### src/rtl/if_fetch_stage.sv
// Instruction fetch: owns the PC, fetches one word per req/ack transfer and feeds IF/ID.
// A word that finishes under freeze waits in hold_buf; a branch kills or redirects the fetch.
module if_fetch_stage #(
  parameter logic [31:0] RESET_PC = 32'h0000_0000,
  parameter logic [31:0] PC_STEP  = 32'd4
) (
  input  logic        clk,
  input  logic        rst,
  input  logic        freeze,
  input  logic        branch_taken,
  input  logic [31:0] branch_addr,
  output logic        imem_req,
  output logic [31:0] imem_addr,
  input  logic        imem_ack,
  input  logic [31:0] imem_rdata,
  output logic [31:0] instruction,
  output logic [31:0] pc_out,
  output logic        valid
);

  localparam logic [1:0] IDLE  = 2'd0;
  localparam logic [1:0] FETCH = 2'd1;
  localparam logic [1:0] HOLD  = 2'd2;

  logic [1:0]  state_q, state_d;
  logic [31:0] pc_q, pc_d;
  logic [31:0] kill_addr_q, kill_addr_d;
  logic [31:0] hold_q, hold_d;
  logic [31:0] instr_q, instr_d;
  logic [31:0] pc_out_q, pc_out_d;
  logic        kill_q, kill_d;
  logic        valid_q, valid_d;
  logic        xfer;
  logic        slot_free;
  logic [31:0] pc_next;

  assign imem_req    = (state_q == FETCH);
  // A killed transfer keeps presenting its original address until the memory acks it.
  assign imem_addr   = kill_q ? kill_addr_q : pc_q;
  assign xfer        = imem_req & imem_ack;
  assign slot_free   = !valid_q || !freeze;
  assign pc_next     = pc_q + PC_STEP;
  assign instruction = instr_q;
  assign pc_out      = pc_out_q;
  assign valid       = valid_q;

  always_comb begin
    state_d     = state_q;
    pc_d        = pc_q;
    kill_addr_d = kill_addr_q;
    hold_d      = hold_q;
    instr_d     = instr_q;
    pc_out_d    = pc_out_q;
    kill_d      = kill_q;
    valid_d     = valid_q;

    if (valid_q && !freeze) begin
      valid_d = 1'b0;
    end

    case (state_q)
      IDLE: begin
        state_d = FETCH;
      end
      FETCH: begin
        if (!branch_taken && xfer) begin
          if (kill_q) begin
            kill_d = 1'b0;
          end else if (slot_free) begin
            instr_d  = imem_rdata;
            pc_out_d = pc_next;
            valid_d  = 1'b1;
            pc_d     = pc_next;
          end else begin
            hold_d  = imem_rdata;
            pc_d    = pc_next;
            state_d = HOLD;
          end
        end
      end
      HOLD: begin
        // pc already points one step past the held word, which is exactly its pc_out.
        if (!branch_taken && !freeze) begin
          instr_d  = hold_q;
          pc_out_d = pc_q;
          valid_d  = 1'b1;
          state_d  = FETCH;
        end
      end
      default: begin
        state_d = IDLE;
      end
    endcase

    if (branch_taken) begin
      valid_d = 1'b0;
      pc_d    = branch_addr;
      hold_d  = '0;
      if (state_q == HOLD) begin
        state_d = FETCH;
      end
      if (imem_req) begin
        if (!imem_ack && !kill_q) begin
          kill_d      = 1'b1;
          kill_addr_d = pc_q;
        end else if (imem_ack) begin
          kill_d = 1'b0;
        end
      end
    end
  end

  always_ff @(posedge clk or negedge rst) begin
    if (!rst) begin
      state_q     <= IDLE;
      pc_q        <= RESET_PC;
      kill_addr_q <= '0;
      hold_q      <= '0;
      instr_q     <= '0;
      pc_out_q    <= '0;
      kill_q      <= 1'b0;
      valid_q     <= 1'b0;
    end else begin
      state_q     <= state_d;
      pc_q        <= pc_d;
      kill_addr_q <= kill_addr_d;
      hold_q      <= hold_d;
      instr_q     <= instr_d;
      pc_out_q    <= pc_out_d;
      kill_q      <= kill_d;
      valid_q     <= valid_d;
    end
  end

endmodule

### config.mk
export PLATFORM = sky130hd
export DESIGN_NAME = if_fetch_stage
export DESIGN_NICKNAME = d
export VERILOG_FILES = /design/src/rtl/if_fetch_stage.sv
export SDC_FILE = /design/constraint.sdc
export NUM_CORES = 1
export LEC_CHECK = 0
export ABC_AREA = 1
export ABC_CLOCK_PERIOD_IN_PS = 1700
export BUFFER_PORTS_ARGS = -buffer_cell sky130_fd_sc_hd__buf_4
export CORE_ASPECT_RATIO = 1.5
export CORE_UTILIZATION = 45
export CTS_CLUSTER_SIZE = 12
export DETAILED_ROUTE_END_ITERATION = 10
export GPL_ROUTABILITY_DRIVEN = 0
export GPL_TIMING_DRIVEN = 0
export PLACE_DENSITY = 0.77
export SYNTH_ARGS = -nofsm -noshare
export SYNTH_HDL_FRONTEND = slang
export SYNTH_SLANG_ARGS = --single-unit
### constraint.sdc
create_clock -name clk -period 1.7 [get_ports clk]
set_clock_uncertainty 0.1 [all_clocks]
set_input_delay 0.085 -clock clk [delete_from_list [all_inputs] [get_ports clk]]
set_output_delay 0.085 -clock clk [all_outputs]
set_load 0.03 [all_outputs]
Word-level counts from Yosys, hierarchy flattened
Index checks and enable logic that the tools add are counted.

operators by class
  add/subtract/negate cells = 1
  equal/unequal tests = 8
  muxes and demuxes = 40
  bitwise gates (word level) = 1
  reduce and logical (&&, ||, !) cells = 18

operators with widths
  kind                   count
  $mux 32                18
  $pmux 32 s2            2
  $add 32x3->32 const B  1
  $mux 1                 12
  $mux 2                 6
  $ne 2x2->1 const B     4
  $pmux 2 s3             1
  $reduce_and 3->1       2
  $reduce_bool 2->1      3
  $logic_not 1->1        5
  $reduce_and 5->1       1
  $logic_and 1x1->1      4
  $ne 2x1->1 const B     2
  $reduce_and 4->1       1
  $eq 2x1->1 const B     1
  $eq 2x2->1 const B     1
  $logic_not 2->1        1
  $pmux 1 s2             1
  $and 1x1->1            1
  $logic_or 1x1->1       1

word-level totals
  flip-flop bits (word level) = 164
  output and inout port bits = 98
  logic and storage cells = 76

Logic depth before layout (Yosys ltp)
Gate-level depths: netlist of run 1.

  depth after elaboration = 9
  depth in mapped cells = 11

Worst setup path before layout of run 1
No wires, ideal clock.

  path type = register -> register
  start point = register state_q[1]
  end point = register pc_q[10]
  arrival time = 1809 ps
  required time = 1470 ps
  setup slack = -340 ps
  cell stages (with the launch flop) = 10
  path buffers = 2
  clock period less this slack = 2040 ps
  path through = dfrtp_1 inv_1 ha_1 buf_2 nand3_2 nand2_2 inv_2 buf_2 a22oi_1 o21ai_0

on the way
  cells in the longest elaborated chain, start to end = 5

RTL lines
  item                                 line  source
  start: declaration                   25    logic [1:0] state_q, state_d;
  start signal: assignment             124   state_q <= state_d;
  $eq 2x1->1 *                         37    assign imem_req = (state_q == FETCH);
  named net imem_req                   12    output logic imem_req,
  $and 1x1->1                          40    assign xfer = imem_req & imem_ack;
  $logic_and 1x1->1                    66    if (!branch_taken && xfer) begin
  $reduce_bool 2->1 (no source line)   -
  $reduce_and 3->1 (no source line) *  -
  end signal: assignment               125   pc_q <= pc_d;
  end: declaration                     26    logic [31:0] pc_q, pc_d;

The timed path passes the listed nets; every way through them passes the cells marked *.
A chain may end at the register's enable or synchronous reset.

Worst setup path after layout of run 1
  start point = register pc_q[8]
  end point = register pc_out_q[31], in the netlist pc_out[31]

on the way
  cells in the longest elaborated chain, start to end = 5

RTL lines
  item                    line  source
  $add 32x3->32           42    assign pc_next = pc_q + PC_STEP;
  $mux 32                 69    end else if (slot_free) begin
  $mux 32                 67    if (kill_q) begin
  $mux 32                 66
  $pmux 32 s2             61    case (state_q)
  end signal: assignment  129   pc_out_q <= pc_out_d;
  end: declaration        30    logic [31:0] pc_out_q, pc_out_d;

Every way passes these cells. The select of a mux whose other input is x is not followed.

==> tab_implementation.tex, run 1 <==
\begin{tabular}{lr}
\hline
Metric & Value \\
\hline
\multicolumn{2}{l}{\textbf{Placed design}} \\
Number of placed instances with taps included & 1471 \\
Standard cell area after detailed placement & 9880 µm² \\
\# port buffers & $\sim$170 \\
DP HPWL & 19.2 mm \\
\multicolumn{2}{l}{\textbf{Clock network}} \\
Clock sink count & $\sim$160 \\
Buffers from clock root to sink, at most & 2 \\
Number of H-tree levels & 4 \\
Clock root buffer & sky130\_fd\_sc\_hd\_\_clkbuf\_16 \\
TritonCTS clock tree & yes \\
Clock transition at path regs & approximately 0.06 ns \\
Clock latency reported for the late side of the worst-skew pair & between 0.4 and 0.5 ns \\
Num CTS Buffers & 17 \\
\multicolumn{2}{l}{\textbf{STA}} \\
Tightest Pin Transition & around 0.56 ns \\
Final setup violating endpoints & around 190 \\
RSZ-0062 raised after global routing & true \\
FMAX & slightly below 500 MHz \\
Slew headroom & between 60\% and 70\% \\
Min Clock Period, post-route & between 2 and 2.5 ns \\
Count of final max-slew check failures & 0 \\
Final WS setup & -0.340 ns \\
Fin. Hold Viols & 0 \\
Share of the clock period used by the worst path & 120\% \\
\multicolumn{2}{l}{\textbf{Logic synthesis}} \\
Primary flip-flop cell chosen by synthesis mapping & sky130\_fd\_sc\_hd\_\_dfrtp\_1 \\
Synth Area in Compound Gates & 15.3\% \\
Instance count of the mapped netlist & about 1100 \\
Area fraction in and, or, nand and nor cells after synthesis & 26.6\% \\
EDFF count, synth & 0 \\
Average instance area after synthesis & about 7.6 µm² \\
Multiplexer area fraction after synthesis & 0\% \\
Area share of fa/ha/maj cells after synthesis & less than 1\% \\
Combinational family with the most area after synthesis & simple AND/OR/NAND/NOR gates \\
XOR/XNOR Fraction of Synth Area & 0.848\% \\
Distinct cells, synth & 30 \\
Sequential cell area fraction in the yosys report & 49.7\% \\
Number of warnings printed during yosys synthesis & 0 \\
Number of nets produced by synthesis & about 1200 \\
Mapped Area & 8260 µm² \\
FFs w/ async S/R, synth & 100\% \\
Flip-flop and latch count after synthesis & about 160 \\
\multicolumn{2}{l}{\textbf{Pwr}} \\
Net switching power & 11400 µW \\
Net Sw Frac & a little under half \\
Maximum VDD drop & around 1.0 mV \\
Logic gate share of total power & around three fifths \\
Power per standard cell area & around 1800 nW/µm² \\
Cell leakage power & about 0.0067 µW \\
Reg power frac & between 20\% and 30\% \\
Post-layout total power & $\sim$25000 µW \\
P\_int & approximately 14000 µW \\
Clock network fraction of design power & between 10\% and 20\% \\
\multicolumn{2}{l}{\textbf{Worst setup path}} \\
Category of the worst setup path launch point & flop \\
R2R Setup Slk & -0.34 ns \\
Worst EP arrival & $\sim$2.3 ns \\
Maximum fanout encountered on the critical timing path & 5 \\
Worst Setup End Kind & flop \\
Required time at the endpoint of the critical path & around 1.9 ns \\
Critical path class & reg -> reg \\
\multicolumn{2}{l}{\textbf{Floorplan}} \\
Chip Height & between 150 and 200 µm \\
Number of placement rows & 60 \\
Initial Util & 46.0\% \\
Placeable core region & between 15000 and 20000 µm² \\
Die area & about 19000 µm² \\
I/O pins & 167 \\
Die Span X & around 110 µm \\
\multicolumn{2}{l}{\textbf{Final layout}} \\
Synth-to-Final Area Change & 69.9\% \\
Top library cells by usage in the layout, fill and taps aside & sky130\_fd\_sc\_hd\_\_nand2\_1, sky130\_fd\_sc\_hd\_\_buf\_4, sky130\_fd\_sc\_hd\_\_dfrtp\_1 \\
Area of the multi-input gates & a little under 5000 µm² \\
Most common library cell in the layout ignoring fill and taps & sky130\_fd\_sc\_hd\_\_nand2\_1 \\
Final non-filler cell area & $\sim$14000 µm² \\
Final cell count without fillers & about 1600 \\
Layout Nets & $\sim$1500 \\
Storage element area & roughly 4100 µm² \\
Number of inserted diodes & 0 \\
Ratio of cells with drive above 1 in the final layout & around 42\% \\
Layout Utilization & about four fifths \\
Fillers & just over 1000 \\
\multicolumn{2}{l}{\textbf{Global routing}} \\
Met2 global-route usage & between 50\% and 60\% \\
Met1 layer usage reported by global route & between 30\% and 40\% \\
Met3 usage in global routing & under 10\% \\
Via count of the first global-routing pass & $\sim$9000 \\
Global-route usage over all layers & roughly a third \\
Layer with the highest usage & met2 \\
Global route total overflow & 0 \\
Global-route wire length before repair & 48.4 mm \\
Number of antenna violations at the first check in global routing & 0 \\
Maximum number of pins on one net before global-route repair & a little over 100 \\
\multicolumn{2}{l}{\textbf{Drt}} \\
DRT antenna net count & 0 \\
\# DRC & 0 \\
Avg Vias per Cell & between 6 and 7 \\
Starting DRT DRC Count & between 1000 and 1500 \\
Router iterations before antenna repair & 6 \\
Vias after detailed routing & between 9000 and 10000 \\
Wirelength per Cell & between 20 and 25 µm \\
Aggregate routed wire length & 37.1 mm \\
\multicolumn{2}{l}{\textbf{Outcome}} \\
Status & complete, but fails checks \\
Failing checks & negative setup slack \\
\multicolumn{2}{l}{\textbf{Job}} \\
\# Max-Cap Violations & 0 \\
\multicolumn{2}{l}{\textbf{Worst hold path}} \\
Worst hold path type & in -> async \\
\hline
\end{tabular}
-- metrics by stage --
step           TNS (ns)  hold slack (ns)  worst slack [ns]
5_1_grt          -30.41            0.135            -0.398
3_3_place_gp    -125.84            0.207            -0.611
6_report         -25.84           0.0892            -0.340
4_1_cts          -12.10           0.0646            -0.141
3_5_place_dp     -50.24          -0.0431            -0.657
2_1_floorplan     -2.03           -0.311           -0.0479
-- final cells by class --
cell class                 instances  share of cell area (%)
tap                              217                    1.93
clock buffer                      24                    3.50
sequential                       164                    29.4
inverter                          80                    2.40
multi-input combinational        786                    35.1
buffer                            55                    4.71
timing repair buffer             309                    22.3
clock inverter                     8                   0.704
-- logic make-up after synthesis --
family | count (synthesis)
and+or+nand+nor | 531
DFF | 164
adders and majority gates | 5
xor gates and xnor gates | 8
AOI/OAI and AO/OA | 240
buffers and inverters | 139
-- synth_stat cells (6+ instances only) --
master	count	area, µm²
sky130_fd_sc_hd__a21oi_1	27	135
sky130_fd_sc_hd__inv_2	10	37.5
sky130_fd_sc_hd__xor2_1	8	70.1
sky130_fd_sc_hd__dfrtp_1	164	4100
sky130_fd_sc_hd__inv_1	69	259
sky130_fd_sc_hd__o21ai_1	45	225
sky130_fd_sc_hd__nor2_2	11	68.8
sky130_fd_sc_hd__a22oi_1	6	45.0
sky130_fd_sc_hd__o21ai_0	145	726
sky130_fd_sc_hd__nand2_2	6	37.5
sky130_fd_sc_hd__o211ai_1	9	67.6
sky130_fd_sc_hd__buf_2	26	130
sky130_fd_sc_hd__nand3_1	80	400
sky130_fd_sc_hd__nor2_1	40	150
sky130_fd_sc_hd__clkbuf_1	32	120
sky130_fd_sc_hd__nand2_1	384	1440
-- power by group through the flow --
stage,registers (µW),clock network [µW],logic (µW)
after floorplan,7330,0,4320
after global placement,6030,0,8840
after detailed placement,6070,0,8990
after CTS,6090,3930,12200
after global routing,6580,4090,15300
final,6470,3950,14700
-- per-layer routing --
layer | routed length [µm] | share of wire, %
met3 | 3500 | 9.4
met2 | 18600 | 50
met5 | 0 | 0
met4 | 3330 | 9.0
met1 | 11700 | 32
-- worst paths after layout --
check | start | end | depth (start not counted)
max | pc_q[8] | pc_out[31] | 9
min | rst | instruction[16] | 2
max reg2reg | pc_q[8] | pc_out[31] | 9
min in group clk | freeze | hold_q[1] | 5
min reg2reg | pc_out[30] | pc_out[30] | 2
max in group asynchronous | rst | pc_q[3] | 3
-- state kept, by name (all words and copies together) (netlist names) --
name / count
valid: 1
hold_q: 32
kill_q: 1
pc_q: 32
pc_out: 32
kill_addr_q: 32
instruction: 32
state_q: 2
-- worst max-delay path, stage by stage, from the launching register on --
cell	delay (ns)
sky130_fd_sc_hd__dfrtp_1	0.47
sky130_fd_sc_hd__nand2_1	0.21
sky130_fd_sc_hd__nor2_1	0.23
sky130_fd_sc_hd__nand2_1	0.15
sky130_fd_sc_hd__nor2_2	0.21
sky130_fd_sc_hd__nand2_1	0.10
sky130_fd_sc_hd__nand2_1	0.12
sky130_fd_sc_hd__nand3_1	0.12
sky130_fd_sc_hd__nand2_2	0.16
sky130_fd_sc_hd__nand2_1	0.07
-- repair_timing --
action,CTS,global route
endpoints found under the hold margin,164,0
setup buffers,29,25
gates resized for setup,352,282
setup endpoints to repair,189,194
hold buffers,67,0
cloned,16,10
pin swaps,36,33
Note: power is estimated with default switching activity, not from simulation.
==> inputs of run 2 (changes only) <==
--- a/config.mk
+++ b/config.mk
@@ -5,7 +5,6 @@
 export SDC_FILE = /design/constraint.sdc
 export NUM_CORES = 1
 export LEC_CHECK = 0
-export ABC_AREA = 1
 export ABC_CLOCK_PERIOD_IN_PS = 1700
 export BUFFER_PORTS_ARGS = -buffer_cell sky130_fd_sc_hd__buf_4
 export CORE_ASPECT_RATIO = 1.5
==> run 2 against run 1 <==
- the flow still finishes with violations (negative setup slack)
- core utilization is 1.8 points lower
- flip-flop and latch count stayed put
- via count is 23% lower
- synthesized cell count shrank 31%
- global-route usage decreased by 3.7 points
- cell area shrank 6.0%
==> tab_implementation.tex, run 2 <==
\begin{tabular}{lr}
\hline
Metric & Value \\
\hline
\multicolumn{2}{l}{\textbf{Floorplan}} \\
I/O pins & 167 \\
Initial Util & 45.9\% \\
Die area & 18200 µm² \\
Chip Height & roughly 160 µm \\
Die Span X & around 110 µm \\
Number of placement rows & 59 \\
Placeable core region & 17300 µm² \\
\multicolumn{2}{l}{\textbf{STA}} \\
Share of the clock period used by the worst path & 132\% \\
Slew headroom & 45.1\% \\
Total negative slack for setup checks & -55.99 ns \\
FMAX & 447 MHz \\
Final setup violating endpoints & between 150 and 200 \\
Fin. Hold Viols & 0 \\
Final WS setup & -0.538 ns \\
Min Clock Period, post-route & 2.24 ns \\
Tightest Pin Transition & just over 0.8 ns \\
Count of final max-slew check failures & 0 \\
RSZ-0062 raised after global routing & true \\
\multicolumn{2}{l}{\textbf{Final layout}} \\
Layout Nets & 1158 \\
Top library cells by usage in the layout, fill and taps aside & sky130\_fd\_sc\_hd\_\_buf\_4, sky130\_fd\_sc\_hd\_\_dfrtp\_1, sky130\_fd\_sc\_hd\_\_dlygate4sd3\_1 \\
Ratio of cells with drive above 1 in the final layout & about 46\% \\
Number of inserted diodes & 0 \\
Final cell count without fillers & 1310 \\
Most common library cell in the layout ignoring fill and taps & sky130\_fd\_sc\_hd\_\_buf\_4 \\
Synth-to-Final Area Change & 66.5\% \\
\multicolumn{2}{l}{\textbf{Logic synthesis}} \\
Average instance area after synthesis & between 10 and 15 µm² \\
Mapped Area & just under 8000 µm² \\
Flip-flop and latch count after synthesis & between 150 and 200 \\
Top cells by count, synth & sky130\_fd\_sc\_hd\_\_dfrtp\_1, sky130\_fd\_sc\_hd\_\_nor2\_1, sky130\_fd\_sc\_hd\_\_a21oi\_1, sky130\_fd\_sc\_hd\_\_mux2\_2, sky130\_fd\_sc\_hd\_\_nand2\_1 \\
Largest area contributor in the synthesized netlist & sky130\_fd\_sc\_hd\_\_dfrtp\_1 \\
FFs w/ async S/R, synth & 100\% \\
Sequential cell area fraction in the yosys report & 51.8\% \\
Number of nets produced by synthesis & $\sim$820 \\
Dominant cell by count in the synthesized netlist & sky130\_fd\_sc\_hd\_\_dfrtp\_1 \\
Distinct cells, synth & between 40 and 50 \\
Primary flip-flop cell chosen by synthesis mapping & sky130\_fd\_sc\_hd\_\_dfrtp\_1 \\
Number of warnings printed during yosys synthesis & 0 \\
Fraction of synthesized cell area taken by the top area cell type & slightly above 50\% \\
Instance count of the mapped netlist & roughly 750 \\
EDFF count, synth & 0 \\
Synth top area cells & sky130\_fd\_sc\_hd\_\_dfrtp\_1, sky130\_fd\_sc\_hd\_\_mux2\_2, sky130\_fd\_sc\_hd\_\_mux2i\_1, sky130\_fd\_sc\_hd\_\_a21oi\_1, sky130\_fd\_sc\_hd\_\_xnor2\_1 \\
\multicolumn{2}{l}{\textbf{Drt}} \\
Avg Vias per Cell & 5.85 \\
Starting DRT DRC Count & between 500 and 600 \\
Wirelength per Cell & around 22 µm \\
DRT antenna net count & 0 \\
\# DRC & 0 \\
Vias after detailed routing & roughly 7700 \\
Router iterations before antenna repair & 5 \\
Aggregate routed wire length & 28.9 mm \\
\multicolumn{2}{l}{\textbf{Clock network}} \\
Clock root buffer & sky130\_fd\_sc\_hd\_\_clkbuf\_16 \\
Number of H-tree levels & 4 \\
Num CTS Buffers & 17 \\
TritonCTS clock tree & yes \\
Clock latency reported for the late side of the worst-skew pair & roughly 0.43 ns \\
Clock transition at path regs & 0.06 ns \\
Clock sink count & between 150 and 200 \\
Buffers from clock root to sink, at most & 2 \\
\multicolumn{2}{l}{\textbf{Worst setup path}} \\
Launching instance or port of the critical path & state\_q[0] \\
Slowest-stage cell, CP & sky130\_fd\_sc\_hd\_\_dfrtp\_2 \\
Maximum fanout encountered on the critical timing path & 4 \\
Critical path destination & pc\_out[25] \\
Worst EP arrival & between 2 and 2.5 ns \\
Required time at the endpoint of the critical path & between 1.5 and 2 ns \\
Number of cell instances on the worst register-to-register path & 9 \\
Endpoint of the most critical register-to-register path & pc\_out[25] \\
Worst Setup End Kind & flop \\
Critical path class & reg -> reg \\
Maximum single-stage delay on the critical path & between 0.4 and 0.5 ns \\
R2R Setup Slk & -0.54 ns \\
Worst flop-to-flop path startpoint & state\_q[0] \\
Category of the worst setup path launch point & flop \\
Critical path cell sequence & inv\_4 -> ha\_4 -> nand3b\_1 -> buf\_6 -> nor4\_4 -> buf\_4 -> nand3\_1 -> xnor2\_2 -> a21oi\_1 \\
\multicolumn{2}{l}{\textbf{Placed design}} \\
Post-placement worst setup slack & -0.633 ns \\
\# port buffers & around 170 \\
Number of placed instances with taps included & roughly 1100 \\
DP HPWL & 15.0 mm \\
\multicolumn{2}{l}{\textbf{Outcome}} \\
Failing checks & negative setup slack \\
Status & complete, but fails checks \\
\multicolumn{2}{l}{\textbf{Global routing}} \\
Global-route usage over all layers & between 20\% and 30\% \\
Via count of the first global-routing pass & between 7000 and 8000 \\
Global route total overflow & 0 \\
Global-route wire length before repair & 40.6 mm \\
Maximum number of pins on one net before global-route repair & 92 \\
Number of antenna violations at the first check in global routing & 0 \\
\multicolumn{2}{l}{\textbf{Worst hold path}} \\
Worst hold path type & in -> async \\
\multicolumn{2}{l}{\textbf{Pwr}} \\
Cell leakage power & about 0.006 µW \\
Maximum VDD drop & roughly 1.3 mV \\
Power per standard cell area & about 1700 nW/µm² \\
\multicolumn{2}{l}{\textbf{Job}} \\
\# Max-Cap Violations & 0 \\
\hline
\end{tabular}
## run 2: cell types whose count changed after synthesis, sizes merged, moves of 15 or more
cell   previous run  this run
nand3            81        15
a21oi            28        67
a22o              0        32
mux2              0        65
xor2              8        23
xnor2             0        35
nand2           391        56
mux2i             0        34
inv              79         7
o21ai           191        37
nand4             4        19
nor2             54        77
## run 2: stage by stage
step	cell area, µm²	hold slack (ns)	util [%]	total power (µW)
floorplan	8220	-0.311	-	11400
detailed placement	9760	-0.00658	56.5	14500
finish	13200	0.111	76.4	22300
CTS	12800	0.144	74.4	21500
global placement	9720	0.198	56.3	14300
global route	13200	0.179	76.4	23100
## run 2: what timing repair did
| item | CTS | global route |
|---|---|---|
| cloned | 13 | 2 |
| gates resized for setup | 290 | 50 |
| setup buffers | 59 | 19 |
| hold buffers | 67 | 0 |
| pin swaps | 39 | 28 |
| endpoints found under the hold margin | 171 | 0 |
| endpoints found under the setup margin | 192 | 193 |
## run 2: cell type report
class,instances,area [µm²]
inverters,7,28.8
well taps,213,267
repair buffers,321,3070
clock buffers,24,472
plain buffers,59,698
multi-input cells,514,4420
flip-flops and latches,164,4110
fillers,1021,4080
clock inverters,8,125
## run 2: logic make-up after synthesis
| group | share of synthesized area [%] |
|---|---|
| multiplexers | 13.5 |
| AO/OA/AOI/OAI | 10.9 |
| buffers and inverters | 3.68 |
| adder cells (fa/ha/maj) | 0.790 |
| XOR/XNOR | 6.41 |
| AND/OR/NAND/NOR | 12.9 |
| flip-flops | 51.8 |
## run 2: worst max-delay path: cells and delay by family, from the launching register on
family	cells	cell delay, ns
AOI/OAI and AO/OA	1	0.10
xor gates and xnor gates	1	0.23
adders and majority gates	1	0.17
buffers and inverters	3	0.45
DFF	1	0.41
and+or+nand+nor	3	0.66
## run 2: worst min-delay path by stage
stage,from,to,slack [ns],depth (start not counted)
after global routing,rst,pc_out[23],0.18,2
after CTS,rst,pc_out[23],0.14,2
after global placement,imem_ack,kill_q,0.20,2
after detailed placement,rst,pc_out[23],-0.007,1
final,rst,pc_out[29],0.11,2
after floorplan,rst,hold_q[0],-0.31,0
## run 2: power by group
group	internal, µW	switching, µW
registers	5180	915
clock network	2390	1620
logic	5840	6310
## run 2: metal layers
layer	part of all wire (%)	track usage (%)	vias to the layer above
met3	6.5	5.68	129
met2	51	51.0	445
met4	6.0	16.2	0
met1	37	35.0	3807
li1	-	-	3286
met5	0	0	-
